<file path="src/rtl/calc_sequencer_if.sv">
// Command and register-bank port bundle for calc_sequencer.
// master = keypad/display front end plus bank; slave = the sequencer itself.
interface calc_sequencer_if #(
  parameter int W = 8
);
  logic         start;
  logic [2:0]   op;
  logic [3:0]   addr_a;
  logic [3:0]   addr_b;
  logic [3:0]   addr_d;
  logic [W-1:0] imm;
  logic         busy;
  logic         done;
  logic         err;
  logic [W-1:0] result;
  logic         flag;
  logic         rb_we;
  logic [3:0]   rb_address;
  logic [W-1:0] rb_wdata;
  logic [W-1:0] rb_rdata;

  modport master (
    output start, op, addr_a, addr_b, addr_d, imm, rb_rdata,
    input  busy, done, err, result, flag, rb_we, rb_address, rb_wdata
  );

  modport slave (
    input  start, op, addr_a, addr_b, addr_d, imm, rb_rdata,
    output busy, done, err, result, flag, rb_we, rb_address, rb_wdata
  );
endinterface

</file>
<file path="src/rtl/calc_sequencer.sv">
// Calculator command sequencer: reads two operands from the register bank,
// executes one ALU op, writes the result back and pulses done/err.
module calc_sequencer #(
  parameter int NREGS = 10,
  parameter int W     = 8
) (
  input  logic             clk,
  input  logic             reset,
  calc_sequencer_if.slave  bus
);

  localparam logic [2:0] S_IDLE = 3'd0;
  localparam logic [2:0] S_RD_A = 3'd1;
  localparam logic [2:0] S_RD_B = 3'd2;
  localparam logic [2:0] S_EXEC = 3'd3;
  localparam logic [2:0] S_WR   = 3'd4;
  localparam logic [2:0] S_FIN  = 3'd5;
  localparam logic [2:0] S_ERR  = 3'd6;

  localparam logic [2:0] OP_ADD = 3'b000;
  localparam logic [2:0] OP_SUB = 3'b001;
  localparam logic [2:0] OP_AND = 3'b010;
  localparam logic [2:0] OP_OR  = 3'b011;
  localparam logic [2:0] OP_LDI = 3'b100;
  localparam logic [2:0] OP_MUL = 3'b101;

  logic [2:0]   state_q, state_d;
  logic [2:0]   op_q;
  logic [3:0]   addr_a_q, addr_b_q, addr_d_q;
  logic [W-1:0] imm_q;
  logic [W-1:0] opa_q, opb_q;
  logic [W-1:0] result_q, result_d;
  logic         flag_q, flag_d;
  logic         legal;
  logic [3:0]   rb_address;

  function automatic logic addr_ok(input logic [3:0] a);
    return int'(a) < NREGS;
  endfunction

  // Returns {flag, result} for one operation.
  function automatic logic [W:0] exec_op(input logic [2:0] op, input logic [W-1:0] a,
                                         input logic [W-1:0] b, input logic [W-1:0] imm);
    logic [W:0]     wide;
    logic [2*W-1:0] prod;
    logic [W-1:0]   res;
    wide = '0;
    prod = '0;
    res  = '0;
    case (op)
      OP_ADD: wide = {1'b0, a} + {1'b0, b};
      OP_SUB: wide = {1'b0, a} - {1'b0, b};
      OP_AND: begin res = a & b; wide = {(res == '0), res}; end
      OP_OR:  begin res = a | b; wide = {(res == '0), res}; end
      OP_LDI: wide = {1'b0, imm};
      OP_MUL: begin
        prod = {{W{1'b0}}, a} * {{W{1'b0}}, b};
        wide = {(prod[2*W-1:W] != '0), prod[W-1:0]};
      end
      default: wide = '0;
    endcase
    return wide;
  endfunction

  assign legal = (bus.op <= OP_MUL) && addr_ok(bus.addr_d) &&
                 ((bus.op == OP_LDI) || (addr_ok(bus.addr_a) && addr_ok(bus.addr_b)));

  always_comb begin
    state_d = state_q;
    case (state_q)
      S_IDLE: begin
        if (bus.start) begin
          if (!legal)                 state_d = S_ERR;
          else if (bus.op == OP_LDI)  state_d = S_EXEC;
          else                        state_d = S_RD_A;
        end
      end
      S_RD_A:  state_d = S_RD_B;
      S_RD_B:  state_d = S_EXEC;
      S_EXEC:  state_d = S_WR;
      S_WR:    state_d = S_FIN;
      S_FIN:   state_d = S_IDLE;
      S_ERR:   state_d = S_IDLE;
      default: state_d = S_IDLE;
    endcase
  end

  always_comb begin
    {flag_d, result_d} = {flag_q, result_q};
    if (state_q == S_EXEC) {flag_d, result_d} = exec_op(op_q, opa_q, opb_q, imm_q);
  end

  // Control and visible status registers
  always_ff @(posedge clk) begin
    if (reset) begin
      state_q  <= S_IDLE;
      result_q <= '0;
      flag_q   <= 1'b0;
    end else begin
      state_q  <= state_d;
      result_q <= result_d;
      flag_q   <= flag_d;
    end
  end

  // Command latch and operand capture; meaningful only once a command is in flight
  always_ff @(posedge clk) begin
    if (state_q == S_IDLE && bus.start) begin
      op_q     <= bus.op;
      addr_a_q <= bus.addr_a;
      addr_b_q <= bus.addr_b;
      addr_d_q <= bus.addr_d;
      imm_q    <= bus.imm;
    end
    if (state_q == S_RD_A) opa_q <= bus.rb_rdata;
    if (state_q == S_RD_B) opb_q <= bus.rb_rdata;
  end

  always_comb begin
    rb_address = 4'd0;
    case (state_q)
      S_RD_A:  rb_address = addr_a_q;
      S_RD_B:  rb_address = addr_b_q;
      S_WR:    rb_address = addr_d_q;
      default: rb_address = 4'd0;
    endcase
  end

  assign bus.rb_address = rb_address;
  assign bus.rb_we      = (state_q == S_WR);
  assign bus.rb_wdata   = result_q;
  assign bus.busy       = (state_q != S_IDLE);
  assign bus.done       = (state_q == S_FIN) || (state_q == S_ERR);
  assign bus.err        = (state_q == S_ERR);
  assign bus.result     = result_q;
  assign bus.flag       = flag_q;

endmodule
</file>
<file path="src/flat_wrapper.sv">
// flat-port wrapper written by rule: the top's interface ports become plain ports
module calc_sequencer_flat 
#(
  parameter int NREGS = 10,
  parameter int W     = 8
)
  (clk, reset, bus_start, bus_op, bus_addr_a, bus_addr_b, bus_addr_d, bus_imm, bus_rb_rdata, bus_busy, bus_done, bus_err, bus_result, bus_flag, bus_rb_we, bus_rb_address, bus_rb_wdata);
  calc_sequencer_if #(.W(W)) bus_i ();
  input  logic clk;
  input  logic reset;
  input wire logic [$bits(bus_i.start)-1:0] bus_start;
  input wire logic [$bits(bus_i.op)-1:0] bus_op;
  input wire logic [$bits(bus_i.addr_a)-1:0] bus_addr_a;
  input wire logic [$bits(bus_i.addr_b)-1:0] bus_addr_b;
  input wire logic [$bits(bus_i.addr_d)-1:0] bus_addr_d;
  input wire logic [$bits(bus_i.imm)-1:0] bus_imm;
  input wire logic [$bits(bus_i.rb_rdata)-1:0] bus_rb_rdata;
  output wire logic [$bits(bus_i.busy)-1:0] bus_busy;
  output wire logic [$bits(bus_i.done)-1:0] bus_done;
  output wire logic [$bits(bus_i.err)-1:0] bus_err;
  output wire logic [$bits(bus_i.result)-1:0] bus_result;
  output wire logic [$bits(bus_i.flag)-1:0] bus_flag;
  output wire logic [$bits(bus_i.rb_we)-1:0] bus_rb_we;
  output wire logic [$bits(bus_i.rb_address)-1:0] bus_rb_address;
  output wire logic [$bits(bus_i.rb_wdata)-1:0] bus_rb_wdata;
  assign bus_i.start = bus_start;
  assign bus_i.op = bus_op;
  assign bus_i.addr_a = bus_addr_a;
  assign bus_i.addr_b = bus_addr_b;
  assign bus_i.addr_d = bus_addr_d;
  assign bus_i.imm = bus_imm;
  assign bus_i.rb_rdata = bus_rb_rdata;
  assign bus_busy = bus_i.busy;
  assign bus_done = bus_i.done;
  assign bus_err = bus_i.err;
  assign bus_result = bus_i.result;
  assign bus_flag = bus_i.flag;
  assign bus_rb_we = bus_i.rb_we;
  assign bus_rb_address = bus_i.rb_address;
  assign bus_rb_wdata = bus_i.rb_wdata;
  calc_sequencer #(.NREGS(NREGS), .W(W)) u_core (.clk(clk), .reset(reset), .bus(bus_i));
endmodule
</file>
<file path="config.mk">
export PLATFORM = sky130hd
export DESIGN_NAME = calc_sequencer_flat
export DESIGN_NICKNAME = d
export VERILOG_FILES = /design/src/rtl/calc_sequencer_if.sv /design/src/rtl/calc_sequencer.sv /design/src/flat_wrapper.sv
export SDC_FILE = /design/constraint.sdc
export NUM_CORES = 1
export LEC_CHECK = 0
export CORE_MARGIN = 8
export CORE_UTILIZATION = 30
export DETAILED_ROUTE_END_ITERATION = 8
export DONT_BUFFER_PORTS = 1
export SYNTH_ARGS = -nofsm -noshare
export SYNTH_HDL_FRONTEND = slang
export SYNTH_SLANG_ARGS = --single-unit
</file>
<file path="constraint.sdc">
create_clock -name clk -period 7.7 [get_ports clk]
set_input_delay 1.155 -clock clk [delete_from_list [all_inputs] [get_ports clk]]
set_output_delay 1.155 -clock clk [all_outputs]
set_load 0.01 [all_outputs]
</file>
==> flow_summary.rst, run 1 <==
.. list-table::
   :header-rows: 1

   * - Metric
     - Value
   * - Data arrival time of the critical path
     - 4.84 ns
   * - Post-Syn Nets
     - about 640
   * - Post-cts gate resize count
     - 0
   * - Synth area leaders
     - sky130_fd_sc_hd__edfxtp_1 (24%), sky130_fd_sc_hd__fa_1 (15%), sky130_fd_sc_hd__ha_1 (12%)
   * - Met1 layer usage reported by global route
     - about 14%
   * - First-pass GRT wire length
     - around 19000 µm
   * - Async set-or-reset flop fraction in the synthesized netlist
     - 0%
   * - Most used flip-flop cell after synthesis
     - sky130_fd_sc_hd__edfxtp_1
   * - Number of violations of the max-capacitance limit
     - 0
   * - Number of I/O port buffers
     - 0
   * - Area share of the leading cell type in the synthesized netlist
     - 24.06%
   * - Fill count
     - 1671
   * - Num CTS Buffers
     - 5
   * - Layout cells sized above 1
     - 2.789%
   * - DRT iter0 DRCs
     - approximately 210
   * - Global placer's final weighted congestion
     - roughly 0.87
   * - Count of buffers added by post-CTS timing repair for setup
     - 0
   * - Number of top-level design ports
     - between 50 and 60
   * - Type of the worst setup path
     - flip-flop to flip-flop
   * - Final net count
     - between 600 and 700
   * - Overflow left after global routing
     - 0
   * - Worst path buffer plus inverter count
     - 2
   * - Overall fraction of global-route tracks in use
     - 11.65%
   * - Final Max Tran Viols
     - 0
   * - Final hold viol count
     - 0
   * - Tcrit/Tclk final
     - approximately three fifths
   * - Period minus WS final
     - around 4.7 ns
   * - Clock Tree Root
     - sky130_fd_sc_hd__clkbuf_16
   * - Antenna violations before repair
     - 0
   * - Starting Density
     - 30.64%
   * - Max-slew headroom
     - between 20% and 30%
   * - Most used cell along the critical path
     - sky130_fd_sc_hd__fa_1
   * - Worst vdd ir
     - 127.8 µV
   * - Stage delay of the slowest cell on the critical path
     - 0.58 ns
   * - Worst-path cell chain
     - and2_1, fa_1, inv_1, fa_1, fa_1, fa_1, inv_1, ha_1, nand3_1, o2111ai_1, nand2_1, a311oi_1, a21oi_1, nor4_2, o22ai_1
   * - Leading area contributor after synthesis
     - sky130_fd_sc_hd__edfxtp_1
   * - Count of flip-flops with a built-in enable after synthesis
     - 39
   * - Setup-failing EPs final
     - 0
   * - Number of storage elements in the synthesis netlist
     - between 50 and 60
   * - Synthesis warning total
     - 0
   * - RSZ-0062 raised after global routing
     - no
   * - Final setup TNS
     - 0 ns
   * - Routing usage on met3
     - ~3.2%
   * - Class of the tightest hold or removal check
     - flip-flop to flip-flop
   * - Via total after detailed routing
     - ~3600
   * - Critical path required time
     - a little under 8 ns
   * - Max FO, Critical Path
     - 13
   * - Clock Sink Count
     - between 50 and 60
   * - End-of-flow core utilization
     - about 32%
   * - Detailed-route wire length
     - about 12000 µm
   * - DPL Wire Length
     - around 9300 µm
   * - Static Leak
     - between 2 and 2.5 nW
   * - Via-to-Cell Ratio
     - about 5.0
   * - Standard-cell rows
     - 46
   * - Clock Latency Late Sink
     - between 0.2 and 0.3 ns
   * - Max Clk Rate
     - 214.8 MHz
   * - Critical path's top delay family
     - adder cells
   * - Cell area power density
     - 294.1 mW/mm²
   * - Result of the run
     - finished, final reports clean
   * - CTS clk-pin slew, worst paths
     - approximately 0.07 ns
   * - Instance count of the mapped netlist
     - between 500 and 600
   * - Deepest level of the CTS H-tree
     - 2
   * - Average routed wire per standard cell
     - ~16 µm
   * - Clock tree from TritonCTS
     - built
   * - Floorplan Core Area
     - ~0.016 mm²
   * - Area growth, synth to finish
     - 5.373%
   * - DRC violations left
     - 0
   * - Final Skew
     - 0.006740 ns
   * - FF+latch area
     - 0.001411 mm²
   * - Number of routed nets with antenna violations
     - 0
   * - Busiest layer in global routing
     - met2
   * - Count of inserted antenna diode cells
     - 0
   * - Drt pass-1 iters
     - 5
   * - Worst-Margin Slew
     - approximately 1.2 ns
   * - Met2 usage in global routing
     - 19.75%
   * - Unique cell type count in the Yosys netlist
     - 55
   * - Largest net degree at the start of global routing
     - 24
   * - Die Footprint
     - 0.02056 mm²
   * - Crit end category
     - flip-flop
   * - Type of origin of the critical path
     - flip-flop
   * - Post-CTS Hold Buffers
     - 0
   * - Synthesized area
     - slightly below 0.005 mm²
   * - Mean Syn Cell Area
     - 9.271 µm²
   * - Area occupied by multi-input gates
     - ~0.003 mm²
   * - Maximum buffer depth of the clock tree
     - 2
   * - Vias in the first global route
     - approximately 3700
   * - DIE WIDTH
     - between 100 and 150 µm
   * - Sequential cell area fraction in the yosys report
     - between 20% and 30%
   * - Floorplan die height
     - ~140 µm
   * - Slowest stage cell, crit path
     - sky130_fd_sc_hd__edfxtp_1
## per-stage QoR
stage               hold WS, ns  worst slack, ns  std cells  cell area, µm²  total power [W]
floorplan                0.4884            3.309        525            4867         0.001080
global placement         0.5501            3.158        710            4981         0.001266
detailed placement       0.5519            3.067        710            4981         0.001281
CTS                      0.5597            3.038        718            5129         0.001516
global route             0.5786            2.766        718            5129         0.001661
finish                   0.5500            3.044        718            5129         0.001508
## report_power, final
group	total, W	switching [W]	internal, W
logic	0.000900	0.000526	0.000374
registers	0.000384	0.0000515	0.000332
clock network	0.000225	0.000103	0.000122
total	0.00151	0.000681	0.000828
## cell usage after synthesis, drive strengths merged (4+ instances only)
cell type and number:
a211oi 5, a21oi 28, a22oi 4, and2 37, and3 4, buf 16, clkbuf 15, dfxtp 12
edfxtp 39, fa 37, ha 47, inv 70, maj3 5, mux2i 5, nand2 43, nand2b 4
nand3 4, nor2 36, nor2b 8, nor3 14, nor4 4, o21ai 24, or3 4, xnor2 13
xor2 5
## metal layers
metal  vias to the layer above  share of wire, %
met1                      1783                44
met3                        16               5.9
met2                        82                47
li1                       1723                 -
met5                         -                 0
met4                         0               2.6
## layout by cell type, fill, tap and decap left out, types with 5 or more instances in the layout
cell type                   synthesis  final
sky130_fd_sc_hd__nor2b_1            8      8
sky130_fd_sc_hd__fa_1              37     37
sky130_fd_sc_hd__o21ai_0           23     23
sky130_fd_sc_hd__mux2i_1            5      5
sky130_fd_sc_hd__and2_1            37     37
sky130_fd_sc_hd__xor2_1             5      5
sky130_fd_sc_hd__nand2_1           43     43
sky130_fd_sc_hd__xnor2_1           13     13
sky130_fd_sc_hd__a21oi_1           28     28
sky130_fd_sc_hd__dfxtp_1           12     12
sky130_fd_sc_hd__clkbuf_16          0      5
sky130_fd_sc_hd__nor2_1            36     35
sky130_fd_sc_hd__nor3_1            14     14
sky130_fd_sc_hd__maj3_1             5      5
sky130_fd_sc_hd__inv_1             70     70
sky130_fd_sc_hd__ha_1              47     47
sky130_fd_sc_hd__edfxtp_1          39     39
sky130_fd_sc_hd__a211oi_1           5      5
## flip-flops by register name, indices dropped and copies added, names as in the netlist
name / flops
u_core.addr_a_q: 4
u_core.addr_b_q: 4
u_core.addr_d_q: 4
u_core.bus.flag: 1
u_core.bus.rb_wdata: 8
u_core.imm_q: 8
u_core.op_q: 3
u_core.opa_q: 8
u_core.opb_q: 8
u_core.state_q: 3
## layout make-up
cell class                      count  share of cell area [%]
Inverter                           70                   5.123
Tap cell                          216                   5.270
Sequential cell                    51                   27.52
Multi-Input combinational cell    373                   59.21
Clock buffer                        5                   2.440
Clock inverter                      3                  0.4391
## worst paths after layout
kind | end | startpoint | depth (start not counted) | slack, ns
min | u_core.bus.rb_wdata[5] | u_core.bus.rb_wdata[5] | 2 | 0.55
max | u_core.bus.flag | u_core.opb_q[3] | 15 | 3.04
max reg2reg | u_core.bus.flag | u_core.opb_q[3] | 15 | 3.04
min reg2reg | u_core.bus.rb_wdata[5] | u_core.bus.rb_wdata[5] | 2 | 0.55
## worst register-to-register path, delay by kind of cell (launching register included)
kind,cells,cell delay [ns]
adder cells (fa/ha/maj),5,2.36
AO/OA/AOI/OAI,4,0.73
AND/OR/NAND/NOR,4,0.78
flip-flops,1,0.58
buffers and inverters,2,0.09
## cell families (layout without fill, tap and decap cells)
family	count (synthesis)	in the layout	synth area share, %
simple gates	165	165	16.97
buf+inv	101	78	8.663
compound gates	94	94	12.31
fa+ha+maj	89	89	28.33
flops	51	51	29.00
xor+xnor	18	18	3.239
mux	7	7	1.491
Note: power is estimated with default switching activity, not from simulation.
==> run 2: changes to the inputs <==
==> constraint.sdc (replaced) <==
create_clock -name clk -period 4.3 [get_ports clk]
set_input_delay 0.645 -clock clk [delete_from_list [all_inputs] [get_ports clk]]
set_output_delay 0.645 -clock clk [all_outputs]
set_load 0.01 [all_outputs]
==> run 2 against run 1 <==
The flow now finishes with violations (setup timing). Via count increased by 6.0%. Clock skew decreased by 0.0023 ns. First-iteration DRC count increased by 7.7%. Critical path type unchanged. Critical endpoint unchanged. Largest power group unchanged.
==> flow_summary.rst, run 2 (synthesis gave the netlist of run 1 again) <==
.. list-table::
   :header-rows: 1

   * - Metric
     - Value
   * - Result of the run
     - complete, but fails checks (was finished, final reports clean)
   * - Violations in the final reports
     - setup timing
   * - Setup WS pre-CTS
     - -0.1950 ns (was 3.067 ns)
   * - Total Power Consumption
     - 0.003328 W (was 0.001508 W)
   * - Drt pass-1 iters
     - 5 (unchanged)
   * - Final Max Tran Viols
     - 0 (unchanged)
   * - Hold depth
     - 1 (was 2)
   * - Standard-cell rows
     - 46 (unchanged)
   * - R2R Setup Slk
     - -0.07 ns (was 3.04 ns)
   * - Clock Latency Late Sink
     - 0.30 ns (was 0.29 ns)
   * - Type of the worst setup path
     - flip-flop to flip-flop (unchanged)
   * - Static Leak
     - 2.426 nW (was 2.120 nW)
   * - Highest-count cells in the layout ignoring fill and taps
     - sky130_fd_sc_hd__inv_1 (66), sky130_fd_sc_hd__buf_4 (54), sky130_fd_sc_hd__ha_1 (44), sky130_fd_sc_hd__nand2_1 (40), sky130_fd_sc_hd__edfxtp_1 (39) (was sky130_fd_sc_hd__inv_1 (70), sky130_fd_sc_hd__ha_1 (47), sky130_fd_sc_hd__nand2_1 (43), sky130_fd_sc_hd__edfxtp_1 (39))
   * - Worst vdd ir
     - 267.6 µV (was 127.8 µV)
   * - Number of routed nets with antenna violations
     - 0 (unchanged)
   * - DIE WIDTH
     - 143.4 µm (unchanged)
   * - Via total after detailed routing
     - 3822 (was 3604)
   * - Final hold viol count
     - 0 (unchanged)
   * - Max FO, Critical Path
     - 4 (was 13)
   * - Number of I/O port buffers
     - 0 (unchanged)
   * - Floorplan die height
     - 143.4 µm (unchanged)
   * - Worst-path cell chain
     - buf_6, buf_4, nand2_2, fa_2, inv_1, ha_1, inv_2, fa_1, fa_1, inv_1, ha_1, buf_4, nand3_2, buf_4, o2111ai_4, a311oi_2, o21bai_1, xnor2_1, nor4_2, o22ai_1 (was and2_1, fa_1, inv_1, fa_1, fa_1, fa_1, inv_1, ha_1, nand3_1, o2111ai_1, nand2_1, a311oi_1, a21oi_1, nor4_2, o22ai_1)
   * - Setup-failing EPs final
     - 1 (was 0)
   * - Worst min-delay path startpoint
     - reset (was u_core.bus.rb_wdata[5])
   * - Net switching power figure
     - 0.001445 W (was 0.0006806 W)
   * - Final net count
     - 678 (was 619)
   * - Worst-Margin Slew
     - 1.143 ns (was 1.164 ns)
   * - Period minus WS final
     - 4.372 ns (was 4.656 ns)
   * - Most used cell along the critical path
     - sky130_fd_sc_hd__buf_4 (was sky130_fd_sc_hd__fa_1)
   * - Overflow left after global routing
     - 0 (unchanged)
   * - Tcrit/Tclk final
     - 101.7% (was 60.47%)
   * - Slowest stage cell, crit path
     - sky130_fd_sc_hd__fa_2 (was sky130_fd_sc_hd__edfxtp_1)
   * - Maximum buffer depth of the clock tree
     - 2 (unchanged)
   * - First-pass GRT wire length
     - 20170 µm (was 19020 µm)
   * - Via-to-Cell Ratio
     - 4.919 (was 5.019)
   * - Critical path required time
     - 4.48 ns (was 7.88 ns)
   * - Deepest level of the CTS H-tree
     - 2 (unchanged)
   * - Sink of the worst hold path
     - u_core.bus.rb_wdata[3] (was u_core.bus.rb_wdata[5])
   * - Area growth, synth to finish
     - 17.92% (was 5.373%)
   * - DRT iter0 DRCs
     - 225 (was 209)
   * - Worst flop-to-flop path startpoint
     - u_core.opb_q[4] (was u_core.opb_q[3])
   * - Type of origin of the critical path
     - flip-flop (unchanged)
   * - Critical path's top delay family
     - adder cells (unchanged)
   * - Clock Sink Count
     - 51 (unchanged)
   * - Worst r2r path cells
     - 20 (was 15)
   * - Overall fraction of global-route tracks in use
     - 12.39% (was 11.65%)
   * - Number of violations of the max-capacitance limit
     - 0 (unchanged)
   * - Max Clk Rate
     - 228.7 MHz (was 214.8 MHz)
   * - Number of top-level design ports
     - 59 (unchanged)
   * - Final setup TNS
     - -0.07176 ns (was 0 ns)
   * - Min setup slack post-route
     - -0.07176 ns (was 3.044 ns)
   * - Die Footprint
     - 0.02056 mm² (unchanged)
   * - Cell area power density
     - 579.8 mW/mm² (was 294.1 mW/mm²)
   * - Clock Tree Root
     - sky130_fd_sc_hd__clkbuf_16 (unchanged)
   * - Floorplan Core Area
     - 0.01589 mm² (unchanged)
   * - Global placer's final weighted congestion
     - 0.8835 (was 0.8728)
   * - Relative contribution of the clock network to total power
     - 12.4% (was 14.9%)
   * - Post-CTS Hold Buffers
     - 0 (unchanged)
   * - Antenna violations before repair
     - 0 (unchanged)
   * - FF-to-FF End
     - u_core.bus.flag (unchanged)
   * - CTS clk-pin slew, worst paths
     - 0.07 ns (about the same)
   * - Worst path buffer plus inverter count
     - 7 (was 2)
   * - Largest net degree at the start of global routing
     - 24 (unchanged)
   * - Starting Density
     - 30.64% (unchanged)
   * - Final Skew
     - 0.004441 ns (was 0.006740 ns)
   * - Part of the power in combinational logic
     - 68.2% (was 59.6%)
   * - Count of inserted antenna diode cells
     - 0 (unchanged)
   * - Sequential power share
     - 19.5% (was 25.4%)
   * - Max-slew headroom
     - 23.70% (was 22.31%)
   * - Detailed-route wire length
     - 12320 µm (was 11550 µm)
   * - Most common cell after layout, fill and taps aside
     - sky130_fd_sc_hd__inv_1 (unchanged)
   * - Internal Pwr Total
     - 0.001882 W (was 0.0008276 W)
   * - Average routed wire per standard cell
     - 15.85 µm (was 16.08 µm)
   * - Data arrival time of the critical path
     - 4.55 ns (was 4.84 ns)
   * - Crit end category
     - flip-flop (unchanged)
   * - Layout cells sized above 1
     - 17.83% (was 2.789%)
   * - Switching share of total power
     - 43.44% (was 45.13%)
   * - Num CTS Buffers
     - 5 (unchanged)
   * - Class of the tightest hold or removal check
     - input port to flip-flop (was flip-flop to flip-flop)
   * - Vias in the first global route
     - 4026 (was 3693)
   * - DRC violations left
     - 0 (unchanged)
   * - Stage delay of the slowest cell on the critical path
     - 0.56 ns (was 0.58 ns)
   * - RSZ-0062 raised after global routing
     - yes (was no)
   * - DPL Wire Length
     - 9725 µm (was 9315 µm)
   * - Clock tree from TritonCTS
     - built (unchanged)
==> run 2: area by class of cell <==
cell class                 count  area [µm²]
sequential                    51        1411
clock inverter                 3       27.53
timing repair buffer          59       461.7
clock buffer                   5       125.1
tap                          216       270.3
inverter                      70       262.8
multi-input combinational    373        3181
fill                        1638       10150
==> run 2: routing by layer <==
layer | GRT usage [%] | vias to the layer above | share of wire, %
li1 | - | 1852 | -
met1 | 14.25 | 1858 | 42
met2 | 22.11 | 91 | 50
met3 | 2.920 | 21 | 5.7
met4 | 4.151 | 0 | 2.6
met5 | 0 | - | 0
==> run 2: worst max path at each step <==
stage                         start               to  slack, ns  cells after the start
finish              u_core.opb_q[4]  u_core.bus.flag      -0.07                     20
global route        u_core.opa_q[4]  u_core.bus.flag      -0.28                     19
CTS                 u_core.opa_q[4]  u_core.bus.flag      -0.02                     15
detailed placement  u_core.opb_q[4]  u_core.bus.flag      -0.19                     15
global placement    u_core.opb_q[7]  u_core.bus.flag      -0.08                     14
floorplan           u_core.opb_q[3]  u_core.bus.flag      0.008                     16
==> run 2: power groups by stage <==
stage | clock, W | sequential [W] | combinational (W)
6_report | 0.000411 | 0.000648 | 0.00227
3_3_place_gp | 0 | 0.000660 | 0.00184
5_1_grt | 0.000439 | 0.000655 | 0.00252
3_5_place_dp | 0 | 0.000662 | 0.00188
4_1_cts | 0.000424 | 0.000647 | 0.00215
2_1_floorplan | 0 | 0.000628 | 0.00131
==> run 2: stage by stage <==
stage / instances / hold WS (ns) / cell area (µm²) / util [%]
floorplan: 525 / 0.4884 / 4878 / -
global placement: 752 / 0.5473 / 5296 / 33.34
detailed placement: 752 / 0.5538 / 5296 / 33.34
CTS: 776 / 0.4000 / 5688 / 35.81
global route: 777 / 0.4005 / 5739 / 36.13
finish: 777 / 0.4122 / 5739 / 36.13
==> run 2: repair_timing <==
| action | 4_1_cts | 5_1_grt |
|---|---|---|
| endpoints found under the hold margin | 0 | 0 |
| pin swaps | 24 | 10 |
| setup endpoints to repair | 1 | 2 |
| setup buffers | 16 | 1 |
| gates resized for setup | 30 | 10 |
==> run 3: changes to the inputs <==
--- a/config.mk
+++ b/config.mk
@@ -9,6 +9,7 @@
 export CORE_UTILIZATION = 30
 export DETAILED_ROUTE_END_ITERATION = 8
 export DONT_BUFFER_PORTS = 1
+export SLEW_MARGIN = 20
 export SYNTH_ARGS = -nofsm -noshare
 export SYNTH_HDL_FRONTEND = slang
 export SYNTH_SLANG_ARGS = --single-unit
==> run 3 against run 2 <==
Largest cell class unchanged. The run still ends with setup timing left. Fmax about the same. Clock skew about the same. Register-to-register slack about the same. Cell count unchanged. Sequential share of layout area barely moved. Hold slack improved by 0.0012 ns. Clock power hardly changed. Worst setup slack gained 0.00083 ns. Total power barely moved. Global-route usage unchanged. Critical path depth unchanged.
==> flow_summary.rst, run 3 (synthesis gave the netlist of run 1 again) <==
.. list-table::
   :header-rows: 1

   * - Metric
     - Value
   * - Clock Tree Root
     - sky130_fd_sc_hd__clkbuf_16 (unchanged)
   * - Type of origin of the critical path
     - flip-flop (unchanged)
   * - Global placer's final weighted congestion
     - 0.8835 (unchanged)
   * - Worst flop-to-flop path startpoint
     - u_core.opb_q[4] (unchanged)
   * - Largest net degree at the start of global routing
     - 24 (unchanged)
   * - Routing usage on met3
     - 2.920% (unchanged)
   * - Via-to-Cell Ratio
     - 4.952 (was 4.919)
   * - DPL Wire Length
     - 9725 µm (unchanged)
   * - Max FO, Critical Path
     - 4 (unchanged)
   * - Max Clk Rate
     - 228.8 MHz (was 228.7 MHz)
   * - Cell area power density
     - 579.6 mW/mm² (was 579.8 mW/mm²)
   * - Vias in the first global route
     - 4026 (unchanged)
   * - Clock Sink Count
     - 51 (unchanged)
   * - Count of inserted antenna diode cells
     - 0 (unchanged)
   * - Clock tree from TritonCTS
     - built (unchanged)
   * - Setup-failing EPs final
     - 1 (unchanged)
   * - Max-slew headroom
     - 55.35% (was 23.70%)
   * - Number of routed nets with antenna violations
     - 0 (unchanged)
   * - Maximum buffer depth of the clock tree
     - 2 (unchanged)
   * - Deepest level of the CTS H-tree
     - 2 (unchanged)
   * - Standard-cell rows
     - 46 (unchanged)
   * - Floorplan Core Area
     - 0.01589 mm² (unchanged)
   * - Static Leak
     - 2.427 nW (was 2.426 nW)
   * - Post-layout instance area
     - 0.005744 mm² (was 0.005739 mm²)
   * - Class of the tightest hold or removal check
     - input port to flip-flop (unchanged)
   * - Overflow left after global routing
     - 0 (unchanged)
   * - Final Skew
     - 0.004591 ns (was 0.004441 ns)
   * - Drt pass-1 iters
     - 4 (was 5)
   * - Via total after detailed routing
     - 3848 (was 3822)
   * - Setup WS pre-CTS
     - -0.1950 ns (unchanged)
   * - First-pass GRT wire length
     - 20170 µm (unchanged)
   * - Capture point of the worst path
     - u_core.bus.flag (unchanged)
   * - Final Max Tran Viols
     - 0 (unchanged)
   * - CTS clk-pin slew, worst paths
     - 0.07 ns (about the same)
   * - R2R Setup Slk
     - -0.07 ns (about the same)
   * - DIE WIDTH
     - 143.4 µm (unchanged)
   * - Worst-Margin Slew
     - 0.6684 ns (was 1.143 ns)
   * - Busiest layer in global routing
     - met2 (unchanged)
   * - Critical path required time
     - 4.48 ns (about the same)
   * - Area growth, synth to finish
     - 18.02% (was 17.92%)
   * - Final hold viol count
     - 0 (unchanged)
   * - Tcrit/Tclk final
     - 101.6% (was 101.7%)
   * - Post-CTS Hold Buffers
     - 0 (unchanged)
   * - End-of-flow core utilization
     - 36.16% (was 36.13%)
   * - Floorplan die height
     - 143.4 µm (unchanged)
   * - Highest-count cells in the layout ignoring fill and taps
     - sky130_fd_sc_hd__inv_1 (66), sky130_fd_sc_hd__buf_4 (54), sky130_fd_sc_hd__ha_1 (44), sky130_fd_sc_hd__nand2_1 (40), sky130_fd_sc_hd__edfxtp_1 (39) (unchanged)
   * - Min setup slack post-route
     - -0.07094 ns (was -0.07176 ns)
   * - Met2 usage in global routing
     - 22.11% (unchanged)
   * - RSZ-0062 raised after global routing
     - yes (unchanged)
   * - Final net count
     - 678 (unchanged)
   * - Type of the worst setup path
     - flip-flop to flip-flop (unchanged)
   * - CP startpoint
     - u_core.opb_q[4] (unchanged)
   * - Total Power Consumption
     - 0.003329 W (was 0.003328 W)
   * - Result of the run
     - complete, but fails checks (unchanged)
   * - FF-to-FF End
     - u_core.bus.flag (unchanged)
   * - Met1 layer usage reported by global route
     - 14.25% (unchanged)
   * - Number of top-level design ports
     - 59 (unchanged)
   * - Average routed wire per standard cell
     - 15.89 µm (was 15.85 µm)
   * - Layout cells sized above 1
     - 17.83% (unchanged)
   * - DP Area
     - 0.005296 mm² (unchanged)
   * - Num CTS Buffers
     - 5 (unchanged)
   * - Number of I/O port buffers
     - 0 (unchanged)
   * - Most common cell after layout, fill and taps aside
     - sky130_fd_sc_hd__inv_1 (unchanged)
   * - Data arrival time of the critical path
     - 4.55 ns (about the same)
   * - DRC violations left
     - 0 (unchanged)
   * - Clock Latency Late Sink
     - 0.30 ns (about the same)
   * - Antenna violations before repair
     - 0 (unchanged)
   * - Overall fraction of global-route tracks in use
     - 12.39% (unchanged)
   * - Worst vdd ir
     - 267.8 µV (was 267.6 µV)
   * - Worst hold margin
     - 0.4134 ns (was 0.4122 ns)
   * - Worst r2r path cells
     - 20 (unchanged)
   * - Detailed-route wire length
     - 12350 µm (was 12320 µm)
   * - Die Footprint
     - 0.02056 mm² (unchanged)
   * - DRT iter0 DRCs
     - 219 (was 225)
   * - Starting Density
     - 30.64% (unchanged)
   * - Number of violations of the max-capacitance limit
     - 0 (unchanged)
   * - Violations in the final reports
     - setup timing (unchanged)
   * - Hold depth
     - 1 (unchanged)
   * - Period minus WS final
     - 4.371 ns (was 4.372 ns)
   * - Crit end category
     - flip-flop (unchanged)
[run 3: critical path, cell delays in order, from the launching register on]
cell and delay, ns:
sky130_fd_sc_hd__edfxtp_1 0.40, sky130_fd_sc_hd__buf_6 0.13, sky130_fd_sc_hd__buf_4 0.11, sky130_fd_sc_hd__nand2_2 0.05, sky130_fd_sc_hd__fa_2 0.56, sky130_fd_sc_hd__inv_1 0.04
sky130_fd_sc_hd__ha_1 0.29, sky130_fd_sc_hd__inv_2 0.07, sky130_fd_sc_hd__fa_1 0.42, sky130_fd_sc_hd__fa_1 0.49, sky130_fd_sc_hd__inv_1 0.04, sky130_fd_sc_hd__ha_1 0.29
sky130_fd_sc_hd__buf_4 0.12, sky130_fd_sc_hd__nand3_2 0.08, sky130_fd_sc_hd__buf_4 0.15, sky130_fd_sc_hd__o2111ai_4 0.20, sky130_fd_sc_hd__a311oi_2 0.12, sky130_fd_sc_hd__o21bai_1 0.20
sky130_fd_sc_hd__xnor2_1 0.11, sky130_fd_sc_hd__nor4_2 0.28, sky130_fd_sc_hd__o22ai_1 0.09
[run 3: how the worst min path moves through the flow]
stage                            from                endpoint  slack, ns
3_5_place_dp   u_core.bus.rb_wdata[4]  u_core.bus.rb_wdata[4]       0.55
6_report                        reset  u_core.bus.rb_wdata[0]       0.41
3_3_place_gp   u_core.bus.rb_wdata[4]  u_core.bus.rb_wdata[4]       0.55
5_1_grt                         reset  u_core.bus.rb_wdata[4]       0.40
2_1_floorplan  u_core.bus.rb_wdata[3]  u_core.bus.rb_wdata[3]       0.49
4_1_cts                         reset  u_core.bus.rb_wdata[0]       0.40
[run 3: metal layers]
metal  routed length [µm]  share of wire [%]
met1                 5239                 42
met3                  651                5.3
met2                 6139                 50
met5                    0                  0
met4                  314                2.5
[run 3: report_power, final]
group	internal, W	switching, W	total (W)
sequential	0.000594	0.0000539	0.000648
combinational	0.00107	0.00120	0.00227
clock	0.000222	0.000189	0.000411
[run 3: cell type report]
| type | count | area, µm² |
|---|---|---|
| fill | 1639 | 10140 |
| multi-input combinational | 373 | 3186 |
| sequential | 51 | 1411 |
| timing repair buffer | 59 | 461.7 |
| tap | 216 | 270.3 |
| inverter | 70 | 262.8 |
| clock buffer | 5 | 125.1 |
| clock inverter | 3 | 27.53 |
[run 3: timing repair]
item,in CTS,in global routing
endpoints found under the setup margin,1,2
gates resized for setup,30,10
pin swaps,24,10
setup buffers,16,1
[run 3: metrics by stage]
stage,std cells,setup TNS [ns]
floorplan,525,0
detailed placement,752,-0.1950
finish,777,-0.07094
global placement,752,-0.07505
CTS,776,-0.01591
global route,777,-0.2829
